**config.mk**
```make
export PLATFORM = sky130hd
export DESIGN_NAME = toast_fetch
export DESIGN_NICKNAME = d
export VERILOG_FILES = /design/src/rtl/toast_fetch.sv
export SDC_FILE = /design/constraint.sdc
export NUM_CORES = 1
export LEC_CHECK = 0
export CORE_MARGIN = 8
export CORE_UTILIZATION = 40
export CTS_CLUSTER_DIAMETER = 120
export DETAILED_ROUTE_END_ITERATION = 12
export PLACE_DENSITY = 0.61
export SLEW_MARGIN = 15
export SYNTH_ARGS = -nofsm -noshare
export SYNTH_HDL_FRONTEND = slang
export SYNTH_SLANG_ARGS = --single-unit
```
**constraint.sdc**
```tcl
create_clock -name clk_i -period 5.4 [get_ports clk_i]
set_input_delay 1.62 -clock clk_i [delete_from_list [all_inputs] [get_ports clk_i]]
set_output_delay 1.62 -clock clk_i [all_outputs]
set_load 0.02 [all_outputs]
```
**src/rtl/toast_fetch.sv**
```systemverilog
// toast_fetch: instruction fetch stage with IF/ID register and one-entry skid buffer
module toast_fetch #(
    parameter logic [31:0] RESET_PC  = 32'h0000_0000,
    parameter logic [31:0] NOP_INSTR = 32'h0000_0013
) (
    input  logic        clk_i,
    input  logic        rst_i,
    output logic        IMEM_rd_en_o,
    output logic [31:0] IMEM_addr_o,
    input  logic [31:0] IMEM_data_i,
    input  logic        ID_stall_i,
    input  logic        ID_branch_taken_i,
    input  logic [31:0] ID_pc_dest_i,
    output logic [31:0] ID_pc_o,
    output logic [31:0] ID_pc4_o,
    output logic [31:0] ID_instr_o,
    output logic        ID_valid_o,
    output logic        ID_misalign_o
);
    logic [31:0] fetch_pc_q, fetch_pc_d;
    logic [31:0] inflight_pc_q, inflight_pc_d;
    logic        inflight_valid_q, inflight_valid_d;
    logic        inflight_mis_q, inflight_mis_d;
    logic [31:0] skid_instr_q, skid_instr_d;
    logic [31:0] skid_pc_q, skid_pc_d;
    logic        skid_mis_q, skid_mis_d;
    logic        skid_valid_q, skid_valid_d;
    logic [31:0] id_pc_q, id_pc_d;
    logic [31:0] id_pc4_q, id_pc4_d;
    logic [31:0] id_instr_q, id_instr_d;
    logic        id_valid_q, id_valid_d;
    logic        id_mis_q, id_mis_d;
    logic        redirect;

    assign redirect     = ID_branch_taken_i && !ID_stall_i;
    assign IMEM_rd_en_o = !rst_i && !ID_stall_i;
    assign IMEM_addr_o  = redirect ? {ID_pc_dest_i[31:2], 2'b00} : fetch_pc_q;

    assign ID_pc_o       = id_pc_q;
    assign ID_pc4_o      = id_pc4_q;
    assign ID_instr_o    = id_instr_q;
    assign ID_valid_o    = id_valid_q;
    assign ID_misalign_o = id_mis_q;

    always_comb begin
        fetch_pc_d       = fetch_pc_q;
        inflight_pc_d    = inflight_pc_q;
        inflight_valid_d = inflight_valid_q;
        inflight_mis_d   = inflight_mis_q;
        skid_instr_d     = skid_instr_q;
        skid_pc_d        = skid_pc_q;
        skid_mis_d       = skid_mis_q;
        skid_valid_d     = skid_valid_q;
        id_pc_d          = id_pc_q;
        id_pc4_d         = id_pc4_q;
        id_instr_d       = id_instr_q;
        id_valid_d       = id_valid_q;
        id_mis_d         = id_mis_q;
        if (ID_stall_i) begin
            // The word returning this cycle would be lost otherwise; park it.
            if (inflight_valid_q) begin
                skid_instr_d = IMEM_data_i;
                skid_pc_d    = inflight_pc_q;
                skid_mis_d   = inflight_mis_q;
                skid_valid_d = 1'b1;
            end
            inflight_valid_d = 1'b0;
        end else begin
            fetch_pc_d       = IMEM_addr_o + 32'd4;
            inflight_pc_d    = IMEM_addr_o;
            inflight_valid_d = 1'b1;
            inflight_mis_d   = redirect && ID_pc_dest_i[1];
            if (redirect) begin
                skid_valid_d = 1'b0;
                id_valid_d   = 1'b0;
                id_instr_d   = NOP_INSTR;
                id_mis_d     = 1'b0;
            end else if (skid_valid_q) begin
                skid_valid_d = 1'b0;
                id_pc_d      = skid_pc_q;
                id_pc4_d     = skid_pc_q + 32'd4;
                id_instr_d   = skid_instr_q;
                id_valid_d   = 1'b1;
                id_mis_d     = skid_mis_q;
            end else if (inflight_valid_q) begin
                id_pc_d    = inflight_pc_q;
                id_pc4_d   = inflight_pc_q + 32'd4;
                id_instr_d = IMEM_data_i;
                id_valid_d = 1'b1;
                id_mis_d   = inflight_mis_q;
            end else begin
                id_valid_d = 1'b0;
                id_instr_d = NOP_INSTR;
                id_mis_d   = 1'b0;
            end
        end
    end

    always_ff @(posedge clk_i) begin
        if (rst_i) begin
            fetch_pc_q       <= RESET_PC;
            inflight_pc_q    <= 32'd0;
            inflight_valid_q <= 1'b0;
            inflight_mis_q   <= 1'b0;
            skid_instr_q     <= NOP_INSTR;
            skid_pc_q        <= 32'd0;
            skid_mis_q       <= 1'b0;
            skid_valid_q     <= 1'b0;
            id_pc_q          <= 32'd0;
            id_pc4_q         <= 32'd4;
            id_instr_q       <= NOP_INSTR;
            id_valid_q       <= 1'b0;
            id_mis_q         <= 1'b0;
        end else begin
            fetch_pc_q       <= fetch_pc_d;
            inflight_pc_q    <= inflight_pc_d;
            inflight_valid_q <= inflight_valid_d;
            inflight_mis_q   <= inflight_mis_d;
            skid_instr_q     <= skid_instr_d;
            skid_pc_q        <= skid_pc_d;
            skid_mis_q       <= skid_mis_d;
            skid_valid_q     <= skid_valid_d;
            id_pc_q          <= id_pc_d;
            id_pc4_q         <= id_pc4_d;
            id_instr_q       <= id_instr_d;
            id_valid_q       <= id_valid_d;
            id_mis_q         <= id_mis_d;
        end
    end
endmodule

```
After elaboration in Yosys (flattened, before gate mapping)

Cells that the tools add are included.
Widths: inputs -> output; s select.

Bits in registers: 230
Input port bits: 68
Output and inout port bits: 131
Logic and storage cells: 42

$add $sub $neg: 3
Muxes and demuxes: 15
Bitwise operators: 2
Reduce and logical (&&, ||, !) cells: 9

Operator list:

| cell                  | count |
|---|---|
| $mux 32               | 8 |
| $add 32x3->32 const B | 3 |
| $mux 1                | 7 |
| $logic_and 1x1->1     | 3 |
| $reduce_and 3->1      | 1 |
| $logic_not 1->1       | 2 |
| $not 1->1             | 2 |
| $reduce_and 2->1      | 1 |
| $reduce_bool 2->1     | 1 |
| $reduce_or 2->1       | 1 |

Depth between registers and ports, before layout

Depth in word-level cells: 4
Gate-level depth with buffers: 15
Gate-level depth less buffers: 10

Worst setup path before layout

Ideal clock, no wire load.

Path type: in2out
Start point: input port ID_branch_taken_i
End point: output port IMEM_addr_o[30]
Data arrival time: 3.057 ns
Required time: 3.780 ns
Path slack: 0.723 ns
Cell stages on the path: 7
Path buffers: 4
Path through: buf_4 > nor2b_1 > buf_2 > buf_2 > buf_2 > mux2i_1 > inv_1

Longest elaborated chain between the ends: 2

RTL lines:

| item              | line | RTL |
|---|---|---|
| start, declared   | 12   | `input logic ID_branch_taken_i,` |
| $logic_and 1x1->1 | 35   | `assign redirect = ID_branch_taken_i && !ID_stall_i;` |
| $mux 32           | 37   | `assign IMEM_addr_o = redirect ? {ID_pc_dest_i[31:2], 2'b00} : fetch_pc_q;` |
| end, declared     | 9    | `output logic [31:0] IMEM_addr_o,` |

Every way passes these cells.

Final worst setup path

Start point: input port ID_branch_taken_i
End point: output port IMEM_addr_o[20]

The elaborated chain is that of the path after synthesis.

==> flow_summary.ini <==
[cts]
post_cts_buffers = 0
cts.sinks = 226
clkTransAtPathRegs_ps = 60
root_buffer = clkbuf_16
holdBufCountCts = 0
cts_tree = yes
cts.path.max_buffers = 3
post_cts_resized = 0
cts_made_buffers = 25
htree_num_levels = 1
clk-insertion-delay-late_ps = 520

[timing]
drv_slew = 0
min_period_ps = 5190
post-route-period-util_pct = 96.2
whs_ps = 446
worstMarginPinSlew_ps = 985
fin_skew_ps = 12.1
slew_headroom_pct = 34.1
max_clock_freq_ghz = 0.193
hold_viol = 0
finalSetupTns_ps = 0
worst_slack_ps = 206
grt_setup_unrepaired = false
finalSetupViolations = 0

[run_status]
outcome = complete, no violations

[final_layout]
fin_util_pct = 53.4
final_nets = 1524
n_antenna_cell = 0
layout-drive-gt1-share_pct = 6.86
synthToLayoutAreaGrowth_pct = 30.9
n_fill_cell = 2437

[floorplan]
fp.dieH_um = 176
start_util_pct = 40.8
ioPinCount = 199
core_area_um2 = 25200
die_w_um = 176
rows = 58
die-area_um2 = 31100

[drt]
met1_length_um = 15600
top_layer = met4
wire_per_inst_um = 16.7
drtIter0Drc = 734
finalWirelength_um = 30200
met3_length_um = 1620
ant_nets = 0
dr.pass1.iters = 5
detailroute.via_count = 9356
wl_met2_um = 12500
viasPerCell = 5.19
drcViolationCount = 0

[logic_synthesis]
netlist_area_um2 = 10300
ys_seq_area_share_pct = 44.0
synth_edf_count = 0
synth_cell_types = 60
synthCells = 1285
ys_seq_elements = 226
syn_area_per_cell_um2 = 8.00
syn_nets = 1355
ys_async_sr_fraction_pct = 0
ys.warnings.count = 0
synth_ff_type = dfxtp_1

[worst_hold_path]
hold_path.class = reg2reg
hold_depth = 2
hold_end = ID_pc4_o[2]$_SDFFE_PP1P_
worstHoldStart = ID_pc4_o[2]$_SDFFE_PP1P_

[critical_path]
r2r_end = ID_pc4_o[28]$_SDFFE_PP0P_
worstPathMaxFanout = 28
r2r_slack_ps = 2110
end_kind = output port
rr_worst_depth = 8
timing.rr.start = skid_valid_q$_SDFFE_PP0P_
cp-start-kind = input port
critPathKind = in2out
arrival_ps = 3570
cp.required_ps = 3780

[placed_design]
io_buffer_count = 197
dp_hpwl_um = 21000
dp_slack_ps = 226
gp_congestion = 0.830

[global_routing]
antenna_found_initial = 0
grt_pass1_vias = 8898
grt_pass1_wl_um = 48700
grt_usage_pct = 18.7
grt_overflow = 0
grt_max_degree = 87

[pwr]
max-vdd-ir-drop_uv = 208
powerDensity_nw_per_um2 = 290
p_total_mw = 3.89
p_leak_nw = 4.82

[job]
max_cap_violations = 0
==> worst max-delay path: stages <==
cell	delay (ps)
clkdlybuf4s50_1	530
nor2b_4	200
buf_12	220
mux2i_1	300
inv_1	140
clkdlybuf4s50_1	560
==> Yosys cell counts (3+ instances only) <==
cell type,number,area (µm²)
nand2_1,287,1080
dfxtp_1,226,4520
a21oi_1,119,596
nor2_1,105,394
clkbuf_1,74,278
mux2i_1,73,731
o21ai_0,58,290
a22oi_1,28,210
nand3_1,28,140
inv_1,27,101
xnor2_1,24,210
a211oi_1,23,173
nor3_1,21,105
and3_1,17,106
nand4_1,17,106
nand3b_1,16,120
xor2_1,11,96.3
nor2b_1,10,62.6
buf_2,9,45.0
mux2_2,9,101
o31ai_1,7,52.6
and2_1,6,37.5
buf_1,6,22.5
nor4_1,6,37.5
o22ai_1,6,37.5
or3_1,6,37.5
or4_1,6,45.0
nand4b_1,5,43.8
buf_4,4,30.0
nand2b_1,4,25.0
o211ai_1,4,30.0
a221o_1,3,30.0
a22o_1,3,26.3
nor3b_1,3,22.5
o21ai_1,3,15.0
o311ai_1,3,26.3
==> worst max path at each step <==
stage,from,end,slack (ps),cells after the start
after CTS,ID_branch_taken_i,IMEM_addr_o[20],220,6
after floorplan,ID_branch_taken_i,IMEM_addr_o[30],720,7
final,ID_branch_taken_i,IMEM_addr_o[20],210,6
after global routing,ID_branch_taken_i,IMEM_addr_o[19],130,6
after detailed placement,ID_branch_taken_i,IMEM_addr_o[20],230,6
after global placement,ID_branch_taken_i,IMEM_addr_o[28],220,5
==> power by group <==
group	total, mW	internal, mW	switching (mW)
clock	1.70	1.02	0.677
combinational	0.438	0.195	0.243
sequential	1.76	1.71	0.0437
total	3.89	2.93	0.964
==> sequential cells by signal, indices dropped and copies added, names as in the netlist, 30 cells and up <==
name,count
skid_pc_q,32
inflight_pc_q,30
ID_pc_o,32
ID_pc4_o,30
skid_instr_q,32
fetch_pc_q,32
ID_instr_o,32
==> placed cells by master, fill, tap and decap left out, types with 9 or more instances in the layout <==
cell / n
dfxtp_1: 225
nor3_1: 21
clkbuf_16: 25
a21oi_1: 119
mux2_2: 9
xnor2_1: 24
buf_4: 36
mux2i_1: 73
a211oi_1: 23
nand2_1: 286
a22oi_1: 28
nor2_1: 105
xor2_1: 11
nand3b_1: 16
o21ai_0: 58
clkdlybuf4s50_1: 195
nand3_1: 28
and3_1: 17
clkbuf_1: 10
nand4_1: 17
inv_1: 27
==> per-stage QoR <==
stage / cells / instance area (µm²)
5_1_grt: 1803 / 13400
6_report: 1803 / 13400
4_1_cts: 1803 / 13400
2_1_floorplan: 1285 / 10300
3_5_place_dp: 1757 / 12600
3_3_place_gp: 1757 / 12600
==> layout make-up <==
type | count | area [µm²] | area share, %
inverter | 28 | 105 | 0.782
clock inverter | 6 | 86.3 | 0.642
timing repair buffer | 236 | 2300 | 17.1
sequential | 226 | 4530 | 33.7
tap | 330 | 413 | 3.07
multi-input combinational | 937 | 5290 | 39.3
clock buffer | 40 | 732 | 5.44
==> routing by layer <==
| metal | up-vias | GRT usage [%] |
|---|---|---|
| li1 | 4789 | - |
| met1 | 4322 | 27.7 |
| met2 | 208 | 27.4 |
| met3 | 37 | 3.35 |
| met4 | 0 | 4.49 |
| met5 | - | 0 |
==> logic make-up (layout without fill, tap and decap cells) <==
logic type / after synthesis / count (layout) / share of synthesized area (%)
muxes: 82 / 82 / 8.10
buffers and inverters: 122 / 310 / 4.79
adders and majority gates: 2 / 2 / 0.244
AOI/OAI and AO/OA: 273 / 273 / 15.9
and+or+nand+nor: 545 / 545 / 24.0
xor gates and xnor gates: 35 / 35 / 2.98
DFF: 226 / 226 / 44.0
Note: power is estimated with default switching activity, not from simulation.
